### src/rtl/scc_ctrl_defs_pkg.sv
// rtl/scc_ctrl_defs_pkg.sv - shared widths, bit counts and FSM encoding for the SCC config sequencer
package scc_ctrl_defs_pkg;

  localparam int SCC_ADDR_W    = 12;
  localparam int SCC_DATA_W    = 32;
  localparam int SCC_ADDR_BITS = 12;
  localparam int SCC_DATA_BITS = 32;

  typedef enum logic [2:0] {
    ST_IDLE  = 3'd0,
    ST_ADDR  = 3'd1,
    ST_WDATA = 3'd2,
    ST_LOAD  = 3'd3,
    ST_RDATA = 3'd4,
    ST_DONE  = 3'd5
  } scc_state_t;

endpackage

### src/rtl/scc_bit_timer.sv
// rtl/scc_bit_timer.sv - CFGCLK slot generator: CLK_DIV cycles low then CLK_DIV cycles high per slot
module scc_bit_timer #(
  parameter int CLK_DIV = 4
) (
  input  logic CLK,
  input  logic nRESET,
  input  logic enable,
  output logic cfgclk,
  output logic slot_start,
  output logic rise_strobe,
  output logic slot_end
);

  localparam int CW = (CLK_DIV > 1) ? $clog2(CLK_DIV) : 1;

  logic [CW-1:0] div_cnt;
  logic          phase;
  logic          div_last;

  assign div_last = (div_cnt == CW'(CLK_DIV - 1));

  // phase is the CFGCLK level; it flips each time the divider wraps
  always_ff @(posedge CLK or negedge nRESET) begin
    if (!nRESET) begin
      div_cnt <= '0;
      phase   <= 1'b0;
    end else if (!enable) begin
      div_cnt <= '0;
      phase   <= 1'b0;
    end else if (div_last) begin
      div_cnt <= '0;
      phase   <= ~phase;
    end else begin
      div_cnt <= div_cnt + 1'b1;
    end
  end

  assign cfgclk      = phase;
  assign slot_start  = enable && !phase && (div_cnt == '0);
  assign rise_strobe = enable && phase && (div_cnt == '0);
  assign slot_end    = enable && phase && div_last;

endmodule

### src/rtl/scc_master_ctrl.sv
// rtl/scc_master_ctrl.sv - SCC serial configuration port sequencer (one 44-bit transaction at a time)
module scc_master_ctrl
  import scc_ctrl_defs_pkg::*;
#(
  parameter int CLK_DIV = 4,
  parameter int ADDR_W  = SCC_ADDR_W,
  parameter int DATA_W  = SCC_DATA_W
) (
  input  logic              CLK,
  input  logic              nRESET,
  input  logic              nCFGRST,
  input  logic              REQ_VALID,
  output logic              REQ_READY,
  input  logic              REQ_WNR,
  input  logic [ADDR_W-1:0] REQ_ADDR,
  input  logic [DATA_W-1:0] REQ_WDATA,
  output logic              RSP_VALID,
  output logic [DATA_W-1:0] RSP_RDATA,
  output logic              RSP_ERR,
  output logic              CFGCLK,
  output logic              CFGWNR,
  output logic              CFGLOAD,
  output logic              CFGDATAIN,
  input  logic              CFGDATAOUT
);

  scc_state_t        state;
  logic [1:0]        cfg_sync;
  logic              cfg_ok;
  logic [5:0]        bit_cnt;
  logic [ADDR_W-1:0] addr_sh;
  logic [DATA_W-1:0] shreg;
  logic [DATA_W-1:0] cap_next;
  logic              active;
  logic              timer_en;
  logic              slot_start;
  logic              slot_end;
  logic              rise_strobe;

  always_ff @(posedge CLK or negedge nRESET) begin
    if (!nRESET) cfg_sync <= 2'b00;
    else         cfg_sync <= {cfg_sync[0], nCFGRST};
  end

  assign cfg_ok    = cfg_sync[1];
  assign active    = (state == ST_ADDR) || (state == ST_WDATA) ||
                     (state == ST_LOAD) || (state == ST_RDATA);
  // Dropping enable with cfg_ok kills CFGCLK on the same edge the FSM aborts
  assign timer_en  = active && cfg_ok;
  assign REQ_READY = (state == ST_IDLE) && cfg_ok;

  scc_bit_timer #(.CLK_DIV(CLK_DIV)) u_bit_timer (
    .CLK         (CLK),
    .nRESET      (nRESET),
    .enable      (timer_en),
    .cfgclk      (CFGCLK),
    .slot_start  (slot_start),
    .rise_strobe (rise_strobe),
    .slot_end    (slot_end)
  );

  // Read bits arrive LSB first, so they enter at the top and walk down to bit 0
  always_comb begin
    cap_next = shreg;
    if (rise_strobe && (state == ST_RDATA)) cap_next = {CFGDATAOUT, shreg[DATA_W-1:1]};
  end

  // bit_cnt counts slots started in the current state; it is compared at slot_end
  always_ff @(posedge CLK or negedge nRESET) begin
    if (!nRESET) begin
      state     <= ST_IDLE;
      bit_cnt   <= '0;
      addr_sh   <= '0;
      shreg     <= '0;
      RSP_VALID <= 1'b0;
      RSP_RDATA <= '0;
      RSP_ERR   <= 1'b0;
      CFGWNR    <= 1'b0;
      CFGLOAD   <= 1'b0;
      CFGDATAIN <= 1'b0;
    end else begin
      RSP_VALID <= 1'b0;
      if (slot_start) bit_cnt <= bit_cnt + 6'd1;
      if (active && !cfg_ok) begin
        state     <= ST_DONE;
        RSP_VALID <= 1'b1;
        RSP_ERR   <= 1'b1;
        RSP_RDATA <= '0;
        CFGWNR    <= 1'b0;
        CFGLOAD   <= 1'b0;
        CFGDATAIN <= 1'b0;
      end else begin
        case (state)
          ST_IDLE: begin
            if (REQ_VALID && REQ_READY) begin
              state     <= ST_ADDR;
              bit_cnt   <= '0;
              addr_sh   <= REQ_ADDR;
              shreg     <= REQ_WDATA;
              CFGWNR    <= REQ_WNR;
              CFGDATAIN <= REQ_ADDR[ADDR_W-1];
            end
          end
          ST_ADDR: begin
            if (slot_end) begin
              if (bit_cnt == 6'(ADDR_W)) begin
                bit_cnt <= '0;
                if (CFGWNR) begin
                  state     <= ST_WDATA;
                  CFGDATAIN <= shreg[DATA_W-1];
                end else begin
                  state     <= ST_LOAD;
                  CFGLOAD   <= 1'b1;
                  CFGDATAIN <= 1'b0;
                end
              end else begin
                addr_sh   <= addr_sh << 1;
                CFGDATAIN <= addr_sh[ADDR_W-2];
              end
            end
          end
          ST_WDATA: begin
            if (slot_end) begin
              if (bit_cnt == 6'(DATA_W)) begin
                state     <= ST_LOAD;
                bit_cnt   <= '0;
                CFGLOAD   <= 1'b1;
                CFGDATAIN <= 1'b0;
              end else begin
                shreg     <= shreg << 1;
                CFGDATAIN <= shreg[DATA_W-2];
              end
            end
          end
          ST_LOAD: begin
            if (slot_end) begin
              CFGLOAD <= 1'b0;
              bit_cnt <= '0;
              if (CFGWNR) begin
                state     <= ST_DONE;
                RSP_VALID <= 1'b1;
                RSP_ERR   <= 1'b0;
                RSP_RDATA <= '0;
                CFGWNR    <= 1'b0;
              end else begin
                state <= ST_RDATA;
              end
            end
          end
          ST_RDATA: begin
            shreg <= cap_next;
            if (slot_end && (bit_cnt == 6'(DATA_W))) begin
              state     <= ST_DONE;
              RSP_VALID <= 1'b1;
              RSP_ERR   <= 1'b0;
              RSP_RDATA <= cap_next;
              CFGWNR    <= 1'b0;
            end
          end
          ST_DONE: begin
            state     <= ST_IDLE;
            RSP_ERR   <= 1'b0;
            RSP_RDATA <= '0;
          end
          default: state <= ST_IDLE;
        endcase
      end
    end
  end

endmodule

### config.mk
export PLATFORM = sky130hd
export DESIGN_NAME = scc_master_ctrl
export DESIGN_NICKNAME = d
export VERILOG_FILES = /design/src/rtl/scc_ctrl_defs_pkg.sv /design/src/rtl/scc_bit_timer.sv /design/src/rtl/scc_master_ctrl.sv
export SDC_FILE = /design/constraint.sdc
export NUM_CORES = 1
export LEC_CHECK = 0
export BUFFER_PORTS_ARGS = -buffer_cell sky130_fd_sc_hd__buf_2
export CAP_MARGIN = 20
export CORE_MARGIN = 3
export CORE_UTILIZATION = 57
export CTS_CLUSTER_DIAMETER = 150
export DETAILED_ROUTE_END_ITERATION = 7
export PLACE_DENSITY = 0.8
export SLEW_MARGIN = 20
export SYNTH_ARGS = -nofsm -noshare
export SYNTH_HDL_FRONTEND = slang
export SYNTH_SLANG_ARGS = --single-unit
### constraint.sdc
create_clock -name CLK -period 2.5 [get_ports CLK]
set_input_delay 0.5 -clock CLK [delete_from_list [all_inputs] [get_ports CLK]]
set_output_delay 0.5 -clock CLK [all_outputs]
set_load 0.01 [all_outputs]
# Yosys cells after proc, flatten, opt, wreduce, memory -nomap -nowiden
# Cells that the tools add are included.
[classes]
n_mul = 0
muxes = 67
shifts = 0
eq_ne = 23
n_div = 0
n_bitwise = 2
reduce_logical = 31
add_sub_neg = 2
n_lt_le_gt_ge = 0
[op_table]
columns = ["cell", "count"]
rows = [
  ["$mux 32", 8],
  ["$pmux 32 s3", 2],
  ["$mux 6", 8],
  ["$mux 11", 3],
  ["$mux 1", 28],
  ["$mux 3", 8],
  ["$pmux 6 s4", 1],
  ["$pmux 11 s2", 1],
  ["$reduce_bool 4->1", 4],
  ["$ne 3x2->1 const B", 5],
  ["$pmux 3 s5", 1],
  ["$reduce_and 7->1", 2],
  ["$ne 3x1->1 const B", 4],
  ["$pmux 1 s3", 4],
  ["$reduce_and 4->1", 3],
  ["$logic_and 1x1->1", 11],
  ["$ne 2x2->1 const B", 5],
  ["$reduce_and 5->1", 2],
  ["$add 6x1->6 const B", 1],
  ["$eq 3x2->1 const B", 2],
  ["$eq 3x3->1 const B", 2],
  ["$eq 6x4->1 const B", 1],
  ["$eq 6x6->1 const B", 1],
  ["$mux 2", 2],
  ["other kinds (12)", 16],
]
[word_totals]
output_inout_bits = 39
in_bits = 50
mem_bits_rw = 0
romBits = 0
regBits = 94
latch_bits = 0
mem_count = 0

# Depth between registers and ports, before layout
[logic_depth]
ltp_word = 12
depth_mapped = 9
mapped_depth_nobuf = 7

# Modules after synthesis
# Synthesis repeated with hierarchy kept, for this count alone.
[hier_totals]
cells_unflattened = 540
area_unflattened_um2 = 5098.6
[by_module_without_submodules]
columns = ["module", "area_each_um2", "n_inst", "seq_area_each_um2", "cells_per_inst"]
rows = [
  ["scc_master_ctrl", 4939.7, 1, 2277.2, 525],
  ["scc_bit_timer", 158.9, 1, 75.1, 15],
]

# Worst setup path after synthesis
# No wires, ideal clock.
[synth_path]
path_kind = "register to register"
start = "register state[1]"
end = "register shreg[10]"
arrival_ps = 2056
path_slack_ps = 319
setup_ps = 125
stages_incl_launch_ff = 9
required_time_ps = 2375
period_less_slack_ps = 2181
path_cell_list = "dfrtp_1 buf_6 o21a_4 or4_4 buf_6 buf_12 mux2i_1 o221ai_1 mux2_4"
[synth_between]
elab_chain_len = 10
word_cells_on_any_way = 24
cone_classes = "eq/ne: 7; mux: 2; bitwise: 1; reduce/logical: 14"
[synth_rtl]
columns = ["element", "line", "text"]
rows = [
  ["start: declaration", "scc_master_ctrl.sv:27", "scc_state_t state;"],
  ["start signal: assignment", "scc_master_ctrl.sv:71", "state <= ST_IDLE;"],
  ["start signal: assignment", "scc_master_ctrl.sv:85", "state <= ST_DONE;"],
  ["start signal: assignment", "scc_master_ctrl.sv:96", "state <= ST_ADDR;"],
  ["$eq 3x1->1 / $eq 3x2->1 (equally long branches)", "scc_master_ctrl.sv:46, scc_master_ctrl.sv:93", ""],
  ["$logic_or 1x1->1 (2 in series)", "scc_master_ctrl.sv:46", "assign active = (state == ST_ADDR) || (state == ST_WDATA) ||"],
  ["$logic_or 1x1->1", "scc_master_ctrl.sv:47", "(state == ST_LOAD) || (state == ST_RDATA);"],
  ["$logic_and 1x1->1", "scc_master_ctrl.sv:49", "assign timer_en = active && cfg_ok;"],
  ["$logic_and 1x1->1", "scc_bit_timer.sv:40, scc_bit_timer.sv:41", ""],
  ["$logic_and 1x1->1", "scc_bit_timer.sv:40", "assign rise_strobe = enable && phase && (div_cnt == '0);"],
  ["$logic_and 1x1->1", "scc_master_ctrl.sv:65", "if (rise_strobe && (state == ST_RDATA)) cap_next = {CFGDATAOUT, shreg[DATA_W-1:1]};"],
  ["$mux 32", "scc_master_ctrl.sv:65", ""],
  ["$pmux 32 s3", "scc_master_ctrl.sv:93", "case (state)"],
  ["end signal: assignment", "scc_master_ctrl.sv:130", "shreg <= shreg << 1;"],
  ["end signal: assignment", "scc_master_ctrl.sv:151", "shreg <= cap_next;"],
  ["end: declaration", "scc_master_ctrl.sv:32", "logic [DATA_W-1:0] shreg;"],
]
# Parallel ways exist; a longest one is shown, timed or not.
# A chain may end at the register's enable or synchronous reset.

# Worst setup path in the final report
[layout_path]
start = "register state[1]"
end = "register shreg[4]"
# Same word-level chain as after synthesis.

==> metrics.txt <==
# TYPE chip_impl_metric gauge
chip_impl_metric{name="clock_buffer_count_from_cts",unit=""} 9
chip_impl_metric{name="layout-drive-gt1-share",unit="%"} 31.7
chip_impl_metric{name="ys.warnings.count",unit=""} 0
chip_impl_info{name="cts_root_buffer",value="sky130_fd_sc_hd__clkbuf_8"} 1
chip_impl_metric{name="vias",unit=""} 4615
chip_impl_metric{name="setup_total_negative_slack",unit="ps"} 0
chip_impl_metric{name="postSynthCellCount",unit=""} 506
chip_impl_metric{name="timing.clock.skew",unit="ps"} 19.8
chip_impl_metric{name="synthesized_cell_area",unit="um^2"} 5480
chip_impl_metric{name="worst_pin_slew",unit="ps"} 645
chip_impl_metric{name="clockBufferDepth",unit=""} 2
chip_impl_metric{name="dieWidth",unit="um"} 104
chip_impl_metric{name="ys_seq_area_share",unit="%"} 42.9
chip_impl_metric{name="avgSynthCellArea",unit="um^2"} 10.8
chip_impl_metric{name="hold_violations",unit=""} 0
chip_impl_metric{name="synth-async-reset-ratio",unit="%"} 100
chip_impl_info{name="critical_path.startpoint",value="state[1]"} 1
chip_impl_info{name="tritoncts",value="done"} 1
chip_impl_metric{name="detail_route.vias_per_cell",unit=""} 6.39
chip_impl_info{name="synth_area_leader_cell",value="sky130_fd_sc_hd__dfrtp_1"} 1
chip_impl_metric{name="drc_errors",unit=""} 0
chip_impl_info{name="worst_setup_path_start_kind",value="flip-flop"} 1
chip_impl_metric{name="detail-route-antenna-nets",unit=""} 0
chip_impl_metric{name="synth_adder_area_share",unit="%"} 0.913
chip_impl_metric{name="yosys.area.top_type_share",unit="%"} 42.9
chip_impl_metric{name="slowest_delay",unit="ps"} 810
chip_impl_metric{name="cp_max_fo",unit=""} 32
chip_impl_metric{name="finish.utilization",unit="%"} 68.0
chip_impl_metric{name="grt_start_max_net_pins",unit=""} 65
chip_impl_metric{name="synth_simple_gate_area_share",unit="%"} 11.3
chip_impl_metric{name="fraction_of_synthesized_area_in_multiplexers",unit="%"} 19.3
chip_impl_metric{name="synth.distinct_cells",unit=""} 60
chip_impl_metric{name="detailedPlacementHpwl",unit="um"} 9190
chip_impl_metric{name="min_period",unit="ps"} 2400
chip_impl_metric{name="antenna-diode-count",unit=""} 0
chip_impl_metric{name="synth_enable_flop_cells",unit=""} 0
chip_impl_metric{name="port-buffer-count",unit=""} 88
chip_impl_metric{name="place_area",unit="um^2"} 6100
chip_impl_metric{name="core_area",unit="um^2"} 9280
chip_impl_metric{name="cts-hold-fix-buffers",unit=""} 0
chip_impl_metric{name="finalHoldWorstSlack",unit="ps"} 40.9
chip_impl_info{name="path_cells",value="o21a_4 > or4_4 > mux2i_1 > o221ai_1 > mux2_4"} 1
chip_impl_info{name="crit_path_top_delay_cell",value="sky130_fd_sc_hd__or4_4"} 1
chip_impl_metric{name="irDropWorstVdd",unit="uV"} 686
chip_impl_metric{name="clk_latency",unit="ps"} 360
chip_impl_metric{name="fin_ws",unit="ps"} 102
chip_impl_metric{name="initialDrtViolationCount",unit=""} 322
chip_impl_metric{name="yosys.area_share.xor_xnor",unit="%"} 1.12
chip_impl_metric{name="worst_ep_required_time",unit="ps"} 2750
chip_impl_metric{name="layoutNonFillerInstCount",unit=""} 722
chip_impl_info{name="reg2reg_from",value="state[1]"} 1
chip_impl_metric{name="max_cap_violations",unit=""} 0
chip_impl_info{name="path_class",value="flip-flop to flip-flop"} 1
chip_impl_info{name="outcome",value="finished, final reports clean"} 1
chip_impl_metric{name="routed_wire_length_per_instance",unit="um"} 19.0
chip_impl_metric{name="design.portCount",unit=""} 89
chip_impl_metric{name="timing_limited_maximum_frequency",unit="MHz"} 417
chip_impl_metric{name="finalSetupViolCount",unit=""} 0
chip_impl_metric{name="finalNetCount",unit=""} 642
chip_impl_metric{name="h-tree-depth",unit=""} 3
chip_impl_metric{name="grt_first_pass_wirelength",unit="um"} 22400
chip_impl_info{name="ys_top_cells_by_area",value="sky130_fd_sc_hd__dfrtp_1, sky130_fd_sc_hd__mux2_4, sky130_fd_sc_hd__mux2i_1"} 1
chip_impl_metric{name="floorplan.die_area",unit="um^2"} 10800
chip_impl_info{name="combinational_family_with_the_most_area_after_synthesis",value="compound AO/OA/AOI/OAI gates"} 1
chip_impl_metric{name="antenna_found_initial",unit=""} 0
chip_impl_info{name="setup_repair_after_global_routing_missed_its_margin",value="no"} 1
chip_impl_metric{name="number_of_placement_rows",unit=""} 35
chip_impl_metric{name="track_usage",unit="%"} 24.9
chip_impl_metric{name="arrival",unit="ps"} 2650
chip_impl_metric{name="clk_pin_slew_worst_paths",unit="ps"} 100
chip_impl_metric{name="total_leakage_power",unit="nW"} 3.13
chip_impl_metric{name="globalRouteOverflowTotal",unit=""} 0
chip_impl_info{name="worst_path_dominant_cell_family",value="simple AND/OR/NAND/NOR gates"} 1
chip_impl_metric{name="post_cts.repair.setup_buffers",unit=""} 0
chip_impl_metric{name="globalplace.congestion",unit=""} 0.924
chip_impl_metric{name="slew_violations",unit=""} 0
chip_impl_metric{name="floorplan.die.height",unit="um"} 104
chip_impl_metric{name="floorplan.initialDensity",unit="%"} 59.0
chip_impl_metric{name="totalWireLength",unit="um"} 13800
chip_impl_metric{name="complex_gate_fraction_of_the_synthesized_area",unit="%"} 19.4
chip_impl_metric{name="worst_rel_slew_slack",unit="%"} 57.0
chip_impl_metric{name="syn-num-nets",unit=""} 560
chip_impl_metric{name="timing.critical_path.buf_inv",unit=""} 0
chip_impl_metric{name="area_growth",unit="%"} 15.3
chip_impl_metric{name="drt_pre_antenna_iters",unit=""} 5
chip_impl_info{name="synth_ff_type",value="sky130_fd_sc_hd__dfrtp_1"} 1
chip_impl_metric{name="grt_pass1_vias",unit=""} 4437
chip_impl_metric{name="dp_worst_setup_slack",unit="ps"} 125
chip_impl_info{name="critPathCaptureType",value="flip-flop"} 1
chip_impl_metric{name="synth-seq-cells",unit=""} 94
chip_impl_metric{name="postLayoutCellArea",unit="um^2"} 6320
chip_impl_metric{name="power_per_cell_area",unit="nW/um^2"} 1210
chip_impl_metric{name="p_total",unit="mW"} 7.67
chip_impl_info{name="hold_class",value="input pin to async pin"} 1
chip_impl_metric{name="period_share",unit="%"} 95.9
chip_impl_metric{name="placed_cells_incl_taps",unit=""} 706
chip_impl_metric{name="clock_sinks",unit=""} 94
## worst paths after layout
check / end / depth (start not counted) / slack (ps)
setup reg to reg: shreg[4] / 5 / 100
setup / recovery: shreg[4] / 5 / 100
hold / removal: CFGDATAIN / 1 / 40
max in group asynchronous: RSP_RDATA[3] / 2 / 1820
min in group CLK: cfg_sync[0] / 1 / 230
hold reg to reg: cfg_sync[1] / 0 / 360
## worst register-to-register path, stage by stage, from the launching register on
cell and delay (ps):
sky130_fd_sc_hd__dfrtp_1 470, sky130_fd_sc_hd__o21a_4 260, sky130_fd_sc_hd__or4_4 810, sky130_fd_sc_hd__mux2i_1 350, sky130_fd_sc_hd__o221ai_1 150, sky130_fd_sc_hd__mux2_4 270
## synth_stat cells, types with 3 or more instances
cell                       count
sky130_fd_sc_hd__o21ai_0       5
sky130_fd_sc_hd__a22oi_1      31
sky130_fd_sc_hd__nand3_1       6
sky130_fd_sc_hd__a21oi_1       6
sky130_fd_sc_hd__buf_4         3
sky130_fd_sc_hd__mux2_4       29
sky130_fd_sc_hd__mux2_1       10
sky130_fd_sc_hd__or3_1         3
sky130_fd_sc_hd__nand2b_1      3
sky130_fd_sc_hd__ha_1          4
sky130_fd_sc_hd__buf_1         3
sky130_fd_sc_hd__xor2_1        5
sky130_fd_sc_hd__and2_1        4
sky130_fd_sc_hd__buf_2        11
sky130_fd_sc_hd__o221ai_1     31
sky130_fd_sc_hd__nand4_1       3
sky130_fd_sc_hd__dfrtp_1      94
sky130_fd_sc_hd__nand2_1      41
sky130_fd_sc_hd__nand3b_1      3
sky130_fd_sc_hd__a22o_1       32
sky130_fd_sc_hd__mux2_2       13
sky130_fd_sc_hd__o22ai_1       3
sky130_fd_sc_hd__mux2i_1      36
sky130_fd_sc_hd__clkbuf_1     22
sky130_fd_sc_hd__nor2_1       46
sky130_fd_sc_hd__inv_1         6
sky130_fd_sc_hd__buf_12        3
sky130_fd_sc_hd__nor3_1        5
sky130_fd_sc_hd__o31ai_1       3
## state kept, by name (all words and copies together), names as in the netlist, 2 cells and up
| register | count |
|---|---|
| cfg_sync | 2 |
| shreg | 32 |
| bit_cnt | 6 |
| u_bit_timer.div_cnt | 2 |
| RSP_RDATA | 32 |
| addr_sh | 11 |
| state | 3 |
## cells by family (layout without fill, tap and decap cells)
family,after synthesis,after routing
flops,94,94
buf+inv,51,138
mux,88,88
compound gates,132,132
xor+xnor,7,7
simple gates,130,130
fa+ha+maj,4,4
## layout by cell type, fill, tap and decap left out, drive strengths merged, types with 2 or more instances in the layout
| cell type | instances |
|---|---|
| clkbuf | 11 |
| o211ai | 2 |
| clkinvlp | 3 |
| xnor2 | 2 |
| a22o | 32 |
| nor2 | 46 |
| a22oi | 31 |
| a31oi | 2 |
| nand4 | 3 |
| nor3b | 2 |
| ha | 4 |
| nand3 | 6 |
| nand2 | 41 |
| or2 | 2 |
| o21a | 3 |
| and2 | 4 |
| mux2i | 36 |
| nand2b | 3 |
| o22ai | 3 |
| nor2b | 2 |
| o21ai | 7 |
| buf | 115 |
| xor2 | 5 |
| a21o | 2 |
| a31o | 2 |
| mux2 | 52 |
| o31ai | 3 |
| inv | 8 |
| nand3b | 3 |
| o221ai | 31 |
| or3 | 3 |
| nor4b | 2 |
| and3 | 2 |
| dfrtp | 94 |
| nor3 | 6 |
| a21oi | 6 |
## area by class of cell
type	count	area (um^2)
clock buffer	11	141
inverter	7	26.3
multi-input combinational	361	2900
sequential	94	2350
fill	772	2970
timing repair buffer	115	696
clock inverter	5	40.0
tap	129	161
## power by group
part / internal (mW) / switching [mW] / total (mW)
logic: 1.89 / 2.07 / 3.97
registers: 2.14 / 0.598 / 2.74
clock network: 0.397 / 0.561 / 0.958
## layer usage
layer,track usage (%),up-vias,part of all wire (%)
li1,-,2082,-
met1,34.7,2281,43
met2,39.5,225,48
met3,4.28,27,7.6
met4,8.74,0,2.0
met5,0,-,0
## timing repair
action	in CTS	in global routing
endpoints found under the setup margin	0	36
endpoints found under the hold margin	0	0
resized for setup	0	6
(Power assumes the default switching activity.)
